[config.mk]
export PLATFORM = sky130hd
export DESIGN_NAME = imem_fetch_unit
export DESIGN_NICKNAME = d
export VERILOG_FILES = /design/src/rtl/imem_fetch_unit.sv
export SDC_FILE = /design/constraint.sdc
export NUM_CORES = 1
export LEC_CHECK = 0
export ABC_AREA = 1
export BUFFER_PORTS_ARGS = -buffer_cell sky130_fd_sc_hd__buf_4
export CAP_MARGIN = 20
export CORE_ASPECT_RATIO = 1.5
export CORE_MARGIN = 3
export CORE_UTILIZATION = 34
export DETAILED_ROUTE_END_ITERATION = 7
export GPL_ROUTABILITY_DRIVEN = 0
export GPL_TIMING_DRIVEN = 0
export PLACE_DENSITY_LB_ADDON = 0.25
export RECOVER_POWER = 100
export SLEW_MARGIN = 10
export SYNTH_ARGS = -nofsm -noshare
export SYNTH_HDL_FRONTEND = slang
export SYNTH_SLANG_ARGS = --single-unit
[constraint.sdc]
create_clock -name clk -period 11.3 [get_ports clk]
set_input_delay 2.825 -clock clk [delete_from_list [all_inputs] [get_ports clk]]
set_output_delay 2.825 -clock clk [all_outputs]
set_load 0.02 [all_outputs]
[src/rtl/imem_fetch_unit.sv]
// Instruction-fetch front end: assembles big-endian 32-bit words from a byte-wide
// synchronous instruction memory and queues them with their PC for the core.
module imem_fetch_unit #(
  parameter int          ADDR_W   = 5,
  parameter int          DEPTH    = 2,
  parameter logic [31:0] RESET_PC = 32'h0000_0000
) (
  input  logic              clk,
  input  logic              reset,
  output logic              mem_rd,
  output logic [ADDR_W-1:0] mem_addr,
  input  logic [7:0]        mem_data,
  input  logic              redirect,
  input  logic [31:0]       redirect_pc,
  output logic              inst_valid,
  input  logic              inst_ready,
  output logic [31:0]       inst,
  output logic [31:0]       inst_pc,
  output logic              fault
);

  localparam int PTR_W = $clog2(DEPTH);
  localparam int CNT_W = $clog2(DEPTH + 1);
  localparam logic [CNT_W-1:0] DEPTH_C = CNT_W'(DEPTH);
  localparam logic [CNT_W-1:0] CNT_ONE = CNT_W'(1);
  localparam logic [CNT_W-1:0] CNT_ZERO = CNT_W'(0);
  localparam logic [PTR_W-1:0] PTR_ONE = PTR_W'(1);
  localparam logic [PTR_W-1:0] PTR_ZERO = PTR_W'(0);

  typedef enum logic [0:0] {
    FETCH = 1'b0,
    HALT  = 1'b1
  } state_t;

  state_t            state_r;
  state_t            state_next_s;
  logic [31:0]       fetch_pc_r;
  logic [1:0]        byte_idx_r;
  logic              mem_rd_r;
  logic [ADDR_W-1:0] mem_addr_r;
  logic              iss_last_r;
  logic [31:0]       iss_pc_r;
  logic              ret_valid_r;
  logic              ret_last_r;
  logic [31:0]       ret_pc_r;
  logic [23:0]       asm_r;
  logic [CNT_W-1:0]  cnt_r;
  logic [CNT_W-1:0]  inflight_r;
  logic [CNT_W-1:0]  pending_s;
  logic [PTR_W-1:0]  wr_ptr_r;
  logic [PTR_W-1:0]  rd_ptr_r;
  logic [31:0]       fifo_word_r [DEPTH];
  logic [31:0]       fifo_pc_r   [DEPTH];
  logic              fault_r;
  logic              misaligned_s;
  logic              issue_s;
  logic              start_s;
  logic              push_s;
  logic              pop_s;
  logic [31:0]       push_word_s;

  // Issue, push and pop decisions; pending counts stored plus in-flight words.
  always_comb begin
    misaligned_s = (redirect_pc[1:0] != 2'b00);
    pending_s    = cnt_r + inflight_r;
    issue_s      = 1'b0;
    if ((state_r == FETCH) && !redirect) begin
      issue_s = (byte_idx_r != 2'd0) || (pending_s < DEPTH_C);
    end else begin
      issue_s = 1'b0;
    end
    start_s     = issue_s && (byte_idx_r == 2'd0);
    push_s      = ret_valid_r && ret_last_r && !redirect;
    pop_s       = (cnt_r != CNT_ZERO) && inst_ready && !redirect;
    push_word_s = {asm_r, mem_data};
  end

  // Next-state logic: any redirect decides between resuming fetch and halting.
  always_comb begin
    state_next_s = state_r;
    if (redirect) begin
      if (misaligned_s) begin
        state_next_s = HALT;
      end else begin
        state_next_s = FETCH;
      end
    end else begin
      state_next_s = state_r;
    end
  end

  // State register.
  always_ff @(posedge clk) begin
    if (reset) begin
      state_r <= FETCH;
    end else begin
      state_r <= state_next_s;
    end
  end

  // Fetch sequencing, byte return pipeline, assembly and FIFO bookkeeping.
  always_ff @(posedge clk) begin
    if (reset) begin
      fetch_pc_r  <= RESET_PC;
      byte_idx_r  <= 2'd0;
      mem_rd_r    <= 1'b0;
      mem_addr_r  <= {ADDR_W{1'b0}};
      iss_last_r  <= 1'b0;
      iss_pc_r    <= 32'h0000_0000;
      ret_valid_r <= 1'b0;
      ret_last_r  <= 1'b0;
      ret_pc_r    <= 32'h0000_0000;
      asm_r       <= 24'h00_0000;
      cnt_r       <= CNT_ZERO;
      inflight_r  <= CNT_ZERO;
      wr_ptr_r    <= PTR_ZERO;
      rd_ptr_r    <= PTR_ZERO;
      fault_r     <= 1'b0;
    end else if (redirect) begin
      // Flush: the byte returning next cycle is dropped because ret_valid_r clears.
      fetch_pc_r  <= redirect_pc;
      byte_idx_r  <= 2'd0;
      mem_rd_r    <= 1'b0;
      iss_last_r  <= 1'b0;
      ret_valid_r <= 1'b0;
      ret_last_r  <= 1'b0;
      asm_r       <= 24'h00_0000;
      cnt_r       <= CNT_ZERO;
      inflight_r  <= CNT_ZERO;
      wr_ptr_r    <= PTR_ZERO;
      rd_ptr_r    <= PTR_ZERO;
      fault_r     <= misaligned_s;
    end else begin
      mem_rd_r   <= issue_s;
      iss_last_r <= issue_s && (byte_idx_r == 2'd3);
      if (issue_s) begin
        mem_addr_r <= fetch_pc_r[ADDR_W-1:0] + {{(ADDR_W-2){1'b0}}, byte_idx_r};
        byte_idx_r <= byte_idx_r + 2'd1;
        iss_pc_r   <= fetch_pc_r;
        if (byte_idx_r == 2'd3) begin
          fetch_pc_r <= fetch_pc_r + 32'd4;
        end
      end
      ret_valid_r <= mem_rd_r;
      ret_last_r  <= iss_last_r;
      ret_pc_r    <= iss_pc_r;
      if (ret_valid_r) begin
        asm_r <= push_word_s[23:0];
      end
      if (push_s) begin
        wr_ptr_r <= wr_ptr_r + PTR_ONE;
      end
      if (pop_s) begin
        rd_ptr_r <= rd_ptr_r + PTR_ONE;
      end
      case ({push_s, pop_s})
        2'b10:   cnt_r <= cnt_r + CNT_ONE;
        2'b01:   cnt_r <= cnt_r - CNT_ONE;
        default: cnt_r <= cnt_r;
      endcase
      case ({start_s, push_s})
        2'b10:   inflight_r <= inflight_r + CNT_ONE;
        2'b01:   inflight_r <= inflight_r - CNT_ONE;
        default: inflight_r <= inflight_r;
      endcase
    end
  end

  // FIFO storage; contents are masked at the outputs so they need no reset.
  always_ff @(posedge clk) begin
    if (push_s && !reset) begin
      fifo_word_r[wr_ptr_r] <= push_word_s;
      fifo_pc_r[wr_ptr_r]   <= ret_pc_r;
    end
  end

  // Head presentation: zero whenever the FIFO is empty.
  always_comb begin
    inst    = 32'h0000_0000;
    inst_pc = 32'h0000_0000;
    if (cnt_r != CNT_ZERO) begin
      inst    = fifo_word_r[rd_ptr_r];
      inst_pc = fifo_pc_r[rd_ptr_r];
    end else begin
      inst    = 32'h0000_0000;
      inst_pc = 32'h0000_0000;
    end
  end

  assign mem_rd     = mem_rd_r;
  assign mem_addr   = mem_addr_r;
  assign inst_valid = (cnt_r != CNT_ZERO);
  assign fault      = fault_r;

endmodule

==> Word-level counts from Yosys, hierarchy flattened <==
Memory sizes are Yosys's and may differ from the RTL's. A register that Yosys moved wholly into a read port is not among the register bits.
Index checks and enable logic that the tools add are counted.
{ "classes": {"add_sub_neg": 10, "order_cmp": 1, "eq_ne": 5, "mux": 15, "bitwise_logic": 2, "reduce_logical": 22} }
{ "op_table": {"columns": ["op", "count"], "rows": [
  ["$mux W32", 5],
  ["$add A32 B3 Y32 const B", 1],
  ["$reduce_bool A2 Y1", 7],
  ["$logic_and A1 B1 Y1", 8],
  ["$mux W1", 8],
  ["$pmux W2 S2", 2],
  ["$add A2 B1 Y2 const B", 3],
  ["$eq A2 B2 Y1 const B", 3],
  ["$add A5 B2 Y5", 1],
  ["$eq A2 B1 Y1 const B", 2],
  ["$reduce_and A2 Y1", 2],
  ["$sub A2 B1 Y2 const B", 2],
  ["$add A1 B1 Y1 const B", 2],
  ["$add A2 B2 Y2", 1],
  ["$logic_not A1 Y1", 2],
  ["$logic_not A2 Y1", 1],
  ["$lt A2 B2 Y1 const B", 1],
  ["$not A1 Y1", 2],
  ["$reduce_or A2 Y1", 1],
  ["$logic_or A1 B1 Y1", 1]
]} }
{ "totals": {"register_bits": 139, "ramBits": 128, "inputBits": 44, "word_cells": 73, "n_memories": 2} }
{ "mem_list": {"columns": ["memory", "depth", "width", "read_ports", "rd_clocked_by_memory_dff", "write_ports", "line", "text"], "rows": [
  ["fifo_pc_r", 2, 32, 1, 1, 1, "53", "logic [31:0] fifo_pc_r [DEPTH];"],
  ["fifo_word_r", 2, 32, 1, 1, 1, "52", "logic [31:0] fifo_word_r [DEPTH];"]
]} }

==> Depth between registers and ports, before layout <==
Gate-level depths: netlist of run 1.
{ "logic_depth": {"ltp_word": 7, "mapped_depth": 15, "ltp_nobuf": 14} }

==> Worst setup path before layout of run 1 <==
No wires, ideal clock.
{ "synth_timing": {"kind": "input to register", "start": "input redirect", "end": "memory fifo_pc_r[0][0] (enable)", "setup_time_ps": 565, "t_arrival_ps": 7823, "required_ps": 10735, "path_slack_ps": 2913, "cell_stages": 5, "n_path_buf": 2, "cell_sequence": "buf_2 nor2_2 inv_1 clkbuf_1 nor3_1"} }
{ "synth_via": {"elab_chain_len": 5} }
{ "synth_rtl": {"columns": ["item", "line", "text"], "rows": [
  ["from (decl)", "13", "input logic redirect,"],
  ["$logic_not A1 Y1", "73", "push_s = ret_valid_r && ret_last_r && !redirect;"],
  ["$logic_and A1 B1 Y1", "73", null],
  ["$logic_and A1 B1 Y1", "171", "if (push_s && !reset) begin"],
  ["$mux W1", "171", null],
  ["$mux W1 (not written as such)", "173", "fifo_pc_r[wr_ptr_r] <= ret_pc_r;"],
  ["to (decl)", "53", null]
]} }
Every way passes these cells.

==> Worst setup path in the final report of run 1 <==
{ "layout_timing": {"start": "input redirect", "end": "memory fifo_pc_r[0][26] (enable)"} }
Same word-level chain as after synthesis.

==> summary.txt, run 1 <==
Synth
  – Post-synthesis adder-cell area fraction: less than 1%
  – EDFF count, synth: around 130
  – Simple-Gate Fraction of Synth Area: between 20% and 30%
  – Netlist Area Pre-Place: between 10000 and 15000 um2
  – Mux share of post-synthesis cell area: 0%
  – XOR/XNOR Fraction of Synth Area: about 1.1%
  – Area contributors post-synth: edfxtp_1, dfxtp_1, nand2_1, nor2_1, a21oi_1
  – Compound-Gate Fraction of Synth Area: a little under an eighth
  – Largest family of logic cells by synthesized area: simple AND/OR/NAND/NOR gates
  – Syn_nets: about 1.3k
  – Synthesized area per cell: roughly 9 um2
  – Mapped Cells: around 1.2k
  – Synth Flop Type: dfxtp_1
  – Synth cell types: 32
  – Seq/Total Area, Yosys: 61.0%
  – Yosys top cell by area: edfxtp_1
  – Post-synth top area share: between 30 and 40%
  – Yosys reg bits: about 270
  – Post-synth ARST share: 0%
  – Synth warnings: 0

CTS
  – Root buf cell: clkbuf_16
  – TritonCTS Buffers: 26
  – Post-CTS sizing: 0
  – Post-CTS Setup Bufs: 0
  – Clock buffer depth: 3
  – Worst-skew pair later-pin latency: ~0.54 ns
  – Clock transition at the registers of the reported paths: ~0.06 ns
  – # clock sinks: roughly 270
  – CTS tree: built
  – H-tree Lvls: 1
  – Hold_buf cts: 0

Cells and area
  – # fillers: about 3.3k
  – Share of layout cells above drive strength 1: just under 8%
  – Fin nets: 1422
  – Diode count: 0
  – Area delta synth->final: 17.8%

Outcome
  – Run status: finished, final reports clean

Global route
  – First-pass GRT wire length: about 45000 um
  – Congestion Overflow GR: 0
  – GRT Total Usage: 16.3%
  – Largest net degree at the start of global routing: 16
  – Vias in the first global route: between 8k and 9k
  – Initial antenna violation count: 0

STA
  – Fin. max-slew vios: 0
  – Post-route minimum period: 6.88 ns
  – Fmax: between 100 and 150 MHz
  – Worst hold margin: 0.413 ns
  – Final Hold Viols: 0
  – Slew HR: between 20% and 30%
  – Fin crit share: between 60% and 70%
  – Setup ws final: 4.42 ns
  – RSZ-0062 raised after global routing: no
  – Final setup violation count: 0
  – Worst Tran Pin Value: approximately 1.0 ns
  – Setup Skew: 0.0158 ns

Setup path
  – CP Class: in -> reg
  – Critical-path cell list: clkbuf_4 -> clkbuf_1 -> nor2_1 -> inv_1 -> clkbuf_1 -> nor3_1 -> clkbuf_1 -> clkbuf_1 -> clkbuf_1 -> clkbuf_1
  – Crit path arrival time: roughly 7.1 ns
  – CP Capture Type: flop
  – Worst Setup Start Kind: input pin
  – Crit path buf inv count: 8
  – R2R Setup Slk: roughly 7.5 ns
  – CP max FO: 10
  – Worst path slowest cell: nor3_1
  – CP top delay family: buffers and inverters
  – Most frequent CP cell: clkbuf_1
  – Delay of the slowest critical-path stage: approximately 0.86 ns
  – Worst path required time: between 10 and 15 ns

Routing
  – Routed vias/inst: around 4.8
  – Total length of routed wires: roughly 28000 um
  – Vias: around 8.5k
  – Pre-Repair DR Iteration Count: 4
  – WL/cell: 15.8 um
  – Initial DRC count: 400
  – Number of remaining DRC errors: 0
  – Antenna viol nets, final: 0

Pwr
  – Power density over cell area: about 160 nW/um2
  – Lkg Pwr: about 4.8 nW
  – Tot Pwr: around 2.0 mW
  – Worst VDD drop: 0.0000974 V

Floorplanning
  – Die height: between 200 and 250 um
  – Num rows: roughly 80
  – Core footprint: between 30000 and 40000 um2
  – Die W: approximately 150 um
  – I/O Pins: 116
  – Initial Utilization: about a third
  – Die ar.: roughly 34000 um2

Placed design
  – Port bufs: approximately 120
  – DP Wirelength: ~21000 um
  – Pre-CTS setup slack: about 5.6 ns

Job
  – Max Cap Violations: 0

Worst hold path
  – Worst hold path type: reg -> reg
-- kinds of logic (layout without fill, tap and decap cells) --
kind of cell | after synthesis | after routing
AOI/OAI and AO/OA | 247 | 247
xor gates and xnor gates | 14 | 14
adders and majority gates | 8 | 8
buffers and inverters | 126 | 303
DFF | 267 | 267
and+or+nand+nor | 551 | 551
-- layout make-up --
cell class	count	area, um2	area share, %
inverter	62	234	1.83
buffer	64	269	2.10
sequential	267	6630	51.8
clock buffer	31	669	5.23
tap	405	507	3.96
multi-input combinational	820	3680	28.8
clock inverter	17	180	1.41
timing repair buffer	129	623	4.87
-- placed cells by master (no fill, tap or decap), types with 4 or more instances in the layout --
| master | synthesis | layout |
|---|---|---|
| a21oi_1 | 132 | 132 |
| buf_4 | 2 | 37 |
| clkbuf_1 | 43 | 155 |
| clkbuf_16 | 0 | 26 |
| clkinv_1 | 1 | 5 |
| clkinv_2 | 0 | 5 |
| dfxtp_1 | 139 | 139 |
| edfxtp_1 | 128 | 128 |
| ha_1 | 7 | 7 |
| inv_1 | 55 | 56 |
| inv_2 | 5 | 4 |
| nand2_1 | 278 | 280 |
| nand2_2 | 4 | 4 |
| nand3_1 | 25 | 25 |
| nand4_1 | 4 | 4 |
| nor2_1 | 209 | 210 |
| nor2_2 | 12 | 11 |
| nor3_1 | 8 | 8 |
| o21ai_0 | 93 | 98 |
| o21ai_1 | 19 | 14 |
| xor2_1 | 12 | 12 |
-- synth_stat cells (8+ instances only) --
| cell type | number |
|---|---|
| o21ai_0 | 93 |
| xor2_1 | 12 |
| nor2_1 | 209 |
| dfxtp_1 | 139 |
| a21oi_1 | 132 |
| nand2_1 | 278 |
| buf_2 | 12 |
| inv_1 | 55 |
| edfxtp_1 | 128 |
| nand3_1 | 25 |
| o21ai_1 | 19 |
| nor2_2 | 12 |
| clkbuf_1 | 43 |
| nor3_1 | 8 |
-- path summary, 6_finish.rpt --
check               from               end  cells past startpoint
max             redirect  fifo_pc_r[0][26]                     10
min           iss_last_r        ret_last_r                      2
max reg2reg  ret_valid_r  fifo_pc_r[0][26]                      7
min reg2reg   iss_last_r        ret_last_r                      2
-- sequential cells by signal, indices dropped and copies added (netlist names), 5 cells and up, named ones only --
signal	cells
iss_pc_r	32
fetch_pc_r	32
ret_pc_r	32
asm_r	24
mem_addr	5
fifo_pc_r	64
fifo_word_r	64
-- where the power goes --
group	switching, mW	internal, mW	total, mW
logic	0.0717	0.0396	0.111
clock network	0.369	0.495	0.864
registers	0.0232	1.04	1.06
-- metal layers --
layer	vias to the layer above	track usage, %	part of all wire [%]
met2	186	31.8	54
li1	4329	-	-
met5	-	0	0
met4	0	6.38	3.3
met3	54	1.96	4.1
met1	3962	17.8	39
-- worst min-delay path, cell delays in order (launching register included) --
cell and delay, ns:
dfxtp_1 0.30, inv_1 0.04, nor2_1 0.03
-- metrics by stage --
step / setup TNS (ns) / utilization [%] / cell area (um2) / cells
finish: 0 / 41.0 / 12800 / 1795
global route: 0 / 41.0 / 12800 / 1795
CTS: 0 / 42.3 / 13200 / 1795
detailed placement: 0 / 39.6 / 12400 / 1747
global placement: -56.82 / 39.2 / 12200 / 1733
floorplan: 0 / - / 10900 / 1213
Power figures use the tool's default switching activity.
==> run 2: changes to the inputs <==
clock period = 7.1 ns   (was 11.3 ns; I/O delays follow)
==> run 2 against run 1 <==
Effect of this change: worst hold slack hardly changed; non-clock buffer count stayed put; wire length hardly changed; sequential share of layout area hardly changed; register-to-register slack worse by 3.6 ns; clock power is 60% higher; die area stayed put; setup slack worse by 2.5 ns; clock skew hardly changed; core utilization hardly changed; sequential power is 59% higher; cell area hardly changed; critical path type unchanged; largest power group unchanged; highest routed layer unchanged.
==> summary.txt, run 2 (synthesized netlist as in run 1, its figures left out) <==
CTS
  – CTS tree: built
  – Hold_buf cts: 0
  – TritonCTS Buffers: 26
  – Clock transition at the registers of the reported paths: 0.06 ns
  – Clock buffer depth: 3
  – Post-CTS Setup Bufs: 0
  – Post-CTS sizing: 0
  – Root buf cell: clkbuf_16
  – # clock sinks: around 270
  – H-tree Lvls: 1
  – Worst-skew pair later-pin latency: about 0.54 ns

Placed design
  – Pre-CTS setup slack: 2.45 ns
  – Port bufs: 115
  – Placed Cells: about 1.7k
  – Placed instance area: approximately 12000 um2
  – DP Wirelength: 21200 um

Cells and area
  – Diode count: 0
  – Area delta synth->final: 17.9%
  – Top Registers: fifo_pc_r (64), fifo_word_r (64)
  – Area of the multi-input gates: 3680 um2
  – Finished layout cell area: 12800 um2
  – Commonest non-fill, non-tap cell in the layout: nand2_1
  – Final Util: 41.0%
  – Commonest non-fill, non-tap cells in the layout: nand2_1, nor2_1, clkbuf_1, dfxtp_1, a21oi_1
  – Non-Filler Instances: 1795
  – # fillers: between 3k and 4k
  – FF+latch area: between 6000 and 7000 um2
  – Share of layout cells above drive strength 1: slightly below 8%
  – Fin nets: 1422

Worst hold path
  – Worst hold path type: reg -> reg

Setup path
  – Worst path required time: roughly 7.3 ns
  – Most frequent CP cell: clkbuf_1
  – CP max FO: 10
  – Crit path arrival time: around 5.5 ns
  – Critical-path cell list: clkbuf_4 -> clkbuf_1 -> nor2_1 -> inv_1 -> clkbuf_1 -> nor3_1 -> clkbuf_1 -> clkbuf_1 -> buf_6 -> buf_4
  – Delay of the slowest critical-path stage: ~0.87 ns
  – Worst path slowest cell: nor3_1
  – Worst Setup Start Kind: input pin
  – CP Capture Type: flop
  – CP Class: in -> reg

Floorplanning
  – I/O Pins: around 120
  – Die height: about 220 um
  – Die W: 152 um
  – Num rows: a little under 80
  – Core footprint: 31200 um2
  – Die ar.: between 30000 and 40000 um2
  – Initial Utilization: between 30% and 40%

Pwr
  – Lkg Pwr: ~4.8 nW
  – Power density over cell area: 253 nW/um2
  – Worst VDD drop: about 0.00016 V

Global route
  – Largest net degree at the start of global routing: 16
  – GRT Total Usage: about 16%
  – Congestion Overflow GR: 0
  – Initial antenna violation count: 0
  – Vias in the first global route: 8468
  – First-pass GRT wire length: approximately 45000 um

Job
  – Max Cap Violations: 0

Routing
  – Vias: 8585
  – Pre-Repair DR Iteration Count: 5
  – Number of remaining DRC errors: 0
  – Initial DRC count: 430
  – Antenna viol nets, final: 0
  – WL/cell: between 15 and 20 um
  – Routed vias/inst: approximately 4.8
  – Total length of routed wires: 28400 um

STA
  – Worst Tran Pin Value: approximately 1.1 ns
  – Final Hold Viols: 0
  – RSZ-0062 raised after global routing: no
  – Fmax: 192 MHz
  – Setup Skew: between 0.015 and 0.02 ns
  – Fin crit share: between 70 and 80%
  – Fin. max-slew vios: 0
  – Post-route minimum period: roughly 5.2 ns
  – Setup ws final: 1.89 ns
  – Final setup violation count: 0
  – Slew HR: between 20% and 30%

Outcome
  – Run status: finished, final reports clean
-- run 2: area by class of cell --
type	count	area share [%]
Tap cell	405	3.96
Sequential cell	267	51.8
Multi-Input combinational cell	820	28.8
Inverter	62	1.83
Clock buffer	31	5.23
Timing Repair Buffer	129	4.95
Buffer	64	2.10
Clock inverter	17	1.41
-- run 2: metrics by stage --
stage          hold slack [ns]  total power [mW]  setup TNS, ns
6_report                 0.414              3.25              0
2_1_floorplan            0.394              1.83         -30.40
4_1_cts                  0.415              3.29              0
3_5_place_dp             0.405              1.91              0
3_3_place_gp             0.401              1.91        -460.02
5_1_grt                  0.445              3.36              0
-- run 2: path summary, 6_finish.rpt --
path	start	end	slack, ns	cells past startpoint
min	iss_last_r	ret_last_r	0.41	2
max reg2reg	ret_valid_r	fifo_pc_r[0][26]	3.90	7
max	redirect	fifo_pc_r[0][26]	1.89	10
min reg2reg	iss_last_r	ret_last_r	0.41	2
-- run 2: routing by layer --
| metal | track usage [%] | share of wire (%) |
|---|---|---|
| met1 | 17.8 | 39 |
| met4 | 6.38 | 3.6 |
| met2 | 31.8 | 54 |
| met5 | 0 | 0 |
| met3 | 1.96 | 3.9 |
-- run 2: power breakdown --
| part | leakage [nW] | internal [mW] | switching (mW) |
|---|---|---|---|
| clock network | 0.408 | 0.788 | 0.591 |
| logic | 2.06 | 0.0631 | 0.114 |
| registers | 2.32 | 1.65 | 0.0371 |
-- run 2: worst max-delay path: cells and delay by family --
family / cells / cell delay, ns
buffers and inverters: 8 / 2.12
AND/OR/NAND/NOR: 2 / 1.53
==> run 3: changes to the inputs <==
clock period = 5.3 ns   (was 7.1 ns; I/O delays follow)
==> run 3 against run 2 <==
Effect of this change: die area stayed put; cell area hardly changed; via count is 0.29% lower; worst hold slack worse by 0.0011 ns; critical path depth is 2 lower; flip-flop and latch count stayed put; combinational power is 34% higher; sequential power is 34% higher; sequential share of layout area is 0.050 points lower; wire length is 0.25% higher; power is 34% higher; highest routed layer unchanged.
==> summary.txt, run 3 (synthesized netlist as in run 1, its figures left out) <==
STA
  – Setup TNS: 0 ns
  – Fin crit share: a little over 80%
  – Worst hold margin: roughly 0.41 ns
  – Fin. max-slew vios: 0
  – Post-route minimum period: about 4.3 ns
  – Final Hold Viols: 0
  – Worst Tran Pin Value: between 0.7 and 0.8 ns
  – Setup ws final: 0.992 ns
  – Fmax: between 200 and 250 MHz
  – RSZ-0062 raised after global routing: no
  – Setup Skew: around 0.014 ns
  – Slew HR: 51.8%
  – Final setup violation count: 0

Worst hold path
  – Worst hold path depth: 2
  – Min-delay src: iss_last_r
  – Hold Path Sink: ret_last_r
  – Worst hold path type: reg -> reg

Routing
  – Vias: ~8.6k
  – Initial DRC count: 400
  – WL/cell: about 16 um
  – Number of remaining DRC errors: 0
  – Routed vias/inst: between 4 and 5
  – Total length of routed wires: approximately 28000 um
  – Pre-Repair DR Iteration Count: 5
  – Antenna viol nets, final: 0

Cells and area
  – Share of layout cells above drive strength 1: between 8 and 9%
  – Commonest non-fill, non-tap cells in the layout: nand2_1, nor2_1, clkbuf_1, dfxtp_1, a21oi_1
  – Finished layout cell area: about 13000 um2
  – Area delta synth->final: 18.0%
  – Fin nets: about 1.4k
  – Diode count: 0
  – Non-Filler Instances: about 1.8k
  – Top Registers: fifo_pc_r (64), fifo_word_r (64)
  – Commonest non-fill, non-tap cell in the layout: nand2_1
  – Final Util: between 40% and 50%

CTS
  – CTS tree: built
  – TritonCTS Buffers: 26
  – Clock buffer depth: 3
  – Clock transition at the registers of the reported paths: 0.06 ns
  – H-tree Lvls: 1
  – Post-CTS Setup Bufs: 0
  – Post-CTS sizing: 0
  – Root buf cell: clkbuf_16
  – Worst-skew pair later-pin latency: between 0.5 and 0.6 ns
  – Hold_buf cts: 0
  – # clock sinks: between 200 and 300

Placed design
  – Pre-CTS setup slack: 1.10 ns
  – Placed instance area: ~12000 um2
  – DP Wirelength: ~21000 um
  – Port bufs: 115
  – Placed Cells: about 1.7k

Global route
  – First-pass GRT wire length: approximately 45000 um
  – Initial antenna violation count: 0
  – GRT Total Usage: 16.3%
  – Largest net degree at the start of global routing: 16
  – Vias in the first global route: 8468
  – Congestion Overflow GR: 0

Outcome
  – Run status: finished, final reports clean

Setup path
  – Worst Setup SP: redirect
  – R2R Setup Slk: 2.41 ns
  – Worst path required time: 5.47 ns
  – Reg2reg path depth: 13
  – Reg-to-Reg Start: byte_idx_r[1]
  – Crit path arrival time: 4.48 ns
  – CP Class: in -> reg
  – Worst Setup Start Kind: input pin
  – CP max FO: 11
  – CP Capture Type: flop
  – Worst flop-to-flop path endpoint: inflight_r[1]

Pwr
  – Worst VDD drop: between 0.0002 and 0.00025 V
  – Lkg Pwr: between 4 and 5 nW
  – Power density over cell area: approximately 340 nW/um2
  – Tot Pwr: about 4.3 mW

Floorplanning
  – I/O Pins: ~120
  – Die height: about 220 um
  – Die W: around 150 um
  – Initial Utilization: 34.8%
  – Die ar.: approximately 34000 um2
  – Num rows: between 70 and 80
  – Core footprint: about 31000 um2

Job
  – Max Cap Violations: 0
[run 3: cell types whose count changed in the layout (fill, tap and decap cells not counted), sizes merged]
cell | previous run | this run
buf | 44 | 45
clkbuf | 180 | 179
[run 3: how the worst max path moves through the flow]
stage	to	slack, ns	cells after the start
6_report	fifo_pc_r[1][5]	0.99	8
5_1_grt	fifo_pc_r[1][5]	0.69	8
4_1_cts	inst_pc[24]	1.46	5
3_5_place_dp	fifo_pc_r[0][30]	1.10	10
3_3_place_gp	fifo_word_r[1][28]	-4.98	6
2_1_floorplan	fifo_pc_r[0][0]	-1.59	5
[run 3: cell type report]
cell class / count / area, um2
plain buffers: 64 / 269
clock buffers: 31 / 669
clock inverters: 17 / 180
fillers: 3272 / 18400
inverters: 62 / 234
multi-input cells: 820 / 3690
flip-flops and latches: 267 / 6630
well taps: 405 / 507
repair buffers: 129 / 642
[run 3: per-layer routing]
metal | global-route usage (%) | vias up | part of all wire (%) | wire (um)
li1 | - | 4327 | - | -
met1 | 17.8 | 3964 | 39 | 11000
met2 | 31.8 | 213 | 54 | 15300
met3 | 1.96 | 56 | 4.4 | 1250
met4 | 6.38 | 0 | 3.4 | 966
met5 | 0 | - | 0 | 0
[run 3: power by group]
group,internal (mW),switching (mW)
combinational,0.0846,0.153
sequential,2.21,0.0493
clock,1.06,0.789
[run 3: critical path, cell delays in order]
cell	delay [ns]
clkbuf_4	0.11
clkbuf_1	0.32
nor2_1	0.67
inv_1	0.12
clkbuf_1	0.30
nor3_1	0.53
clkbuf_1	0.58
clkbuf_1	0.49
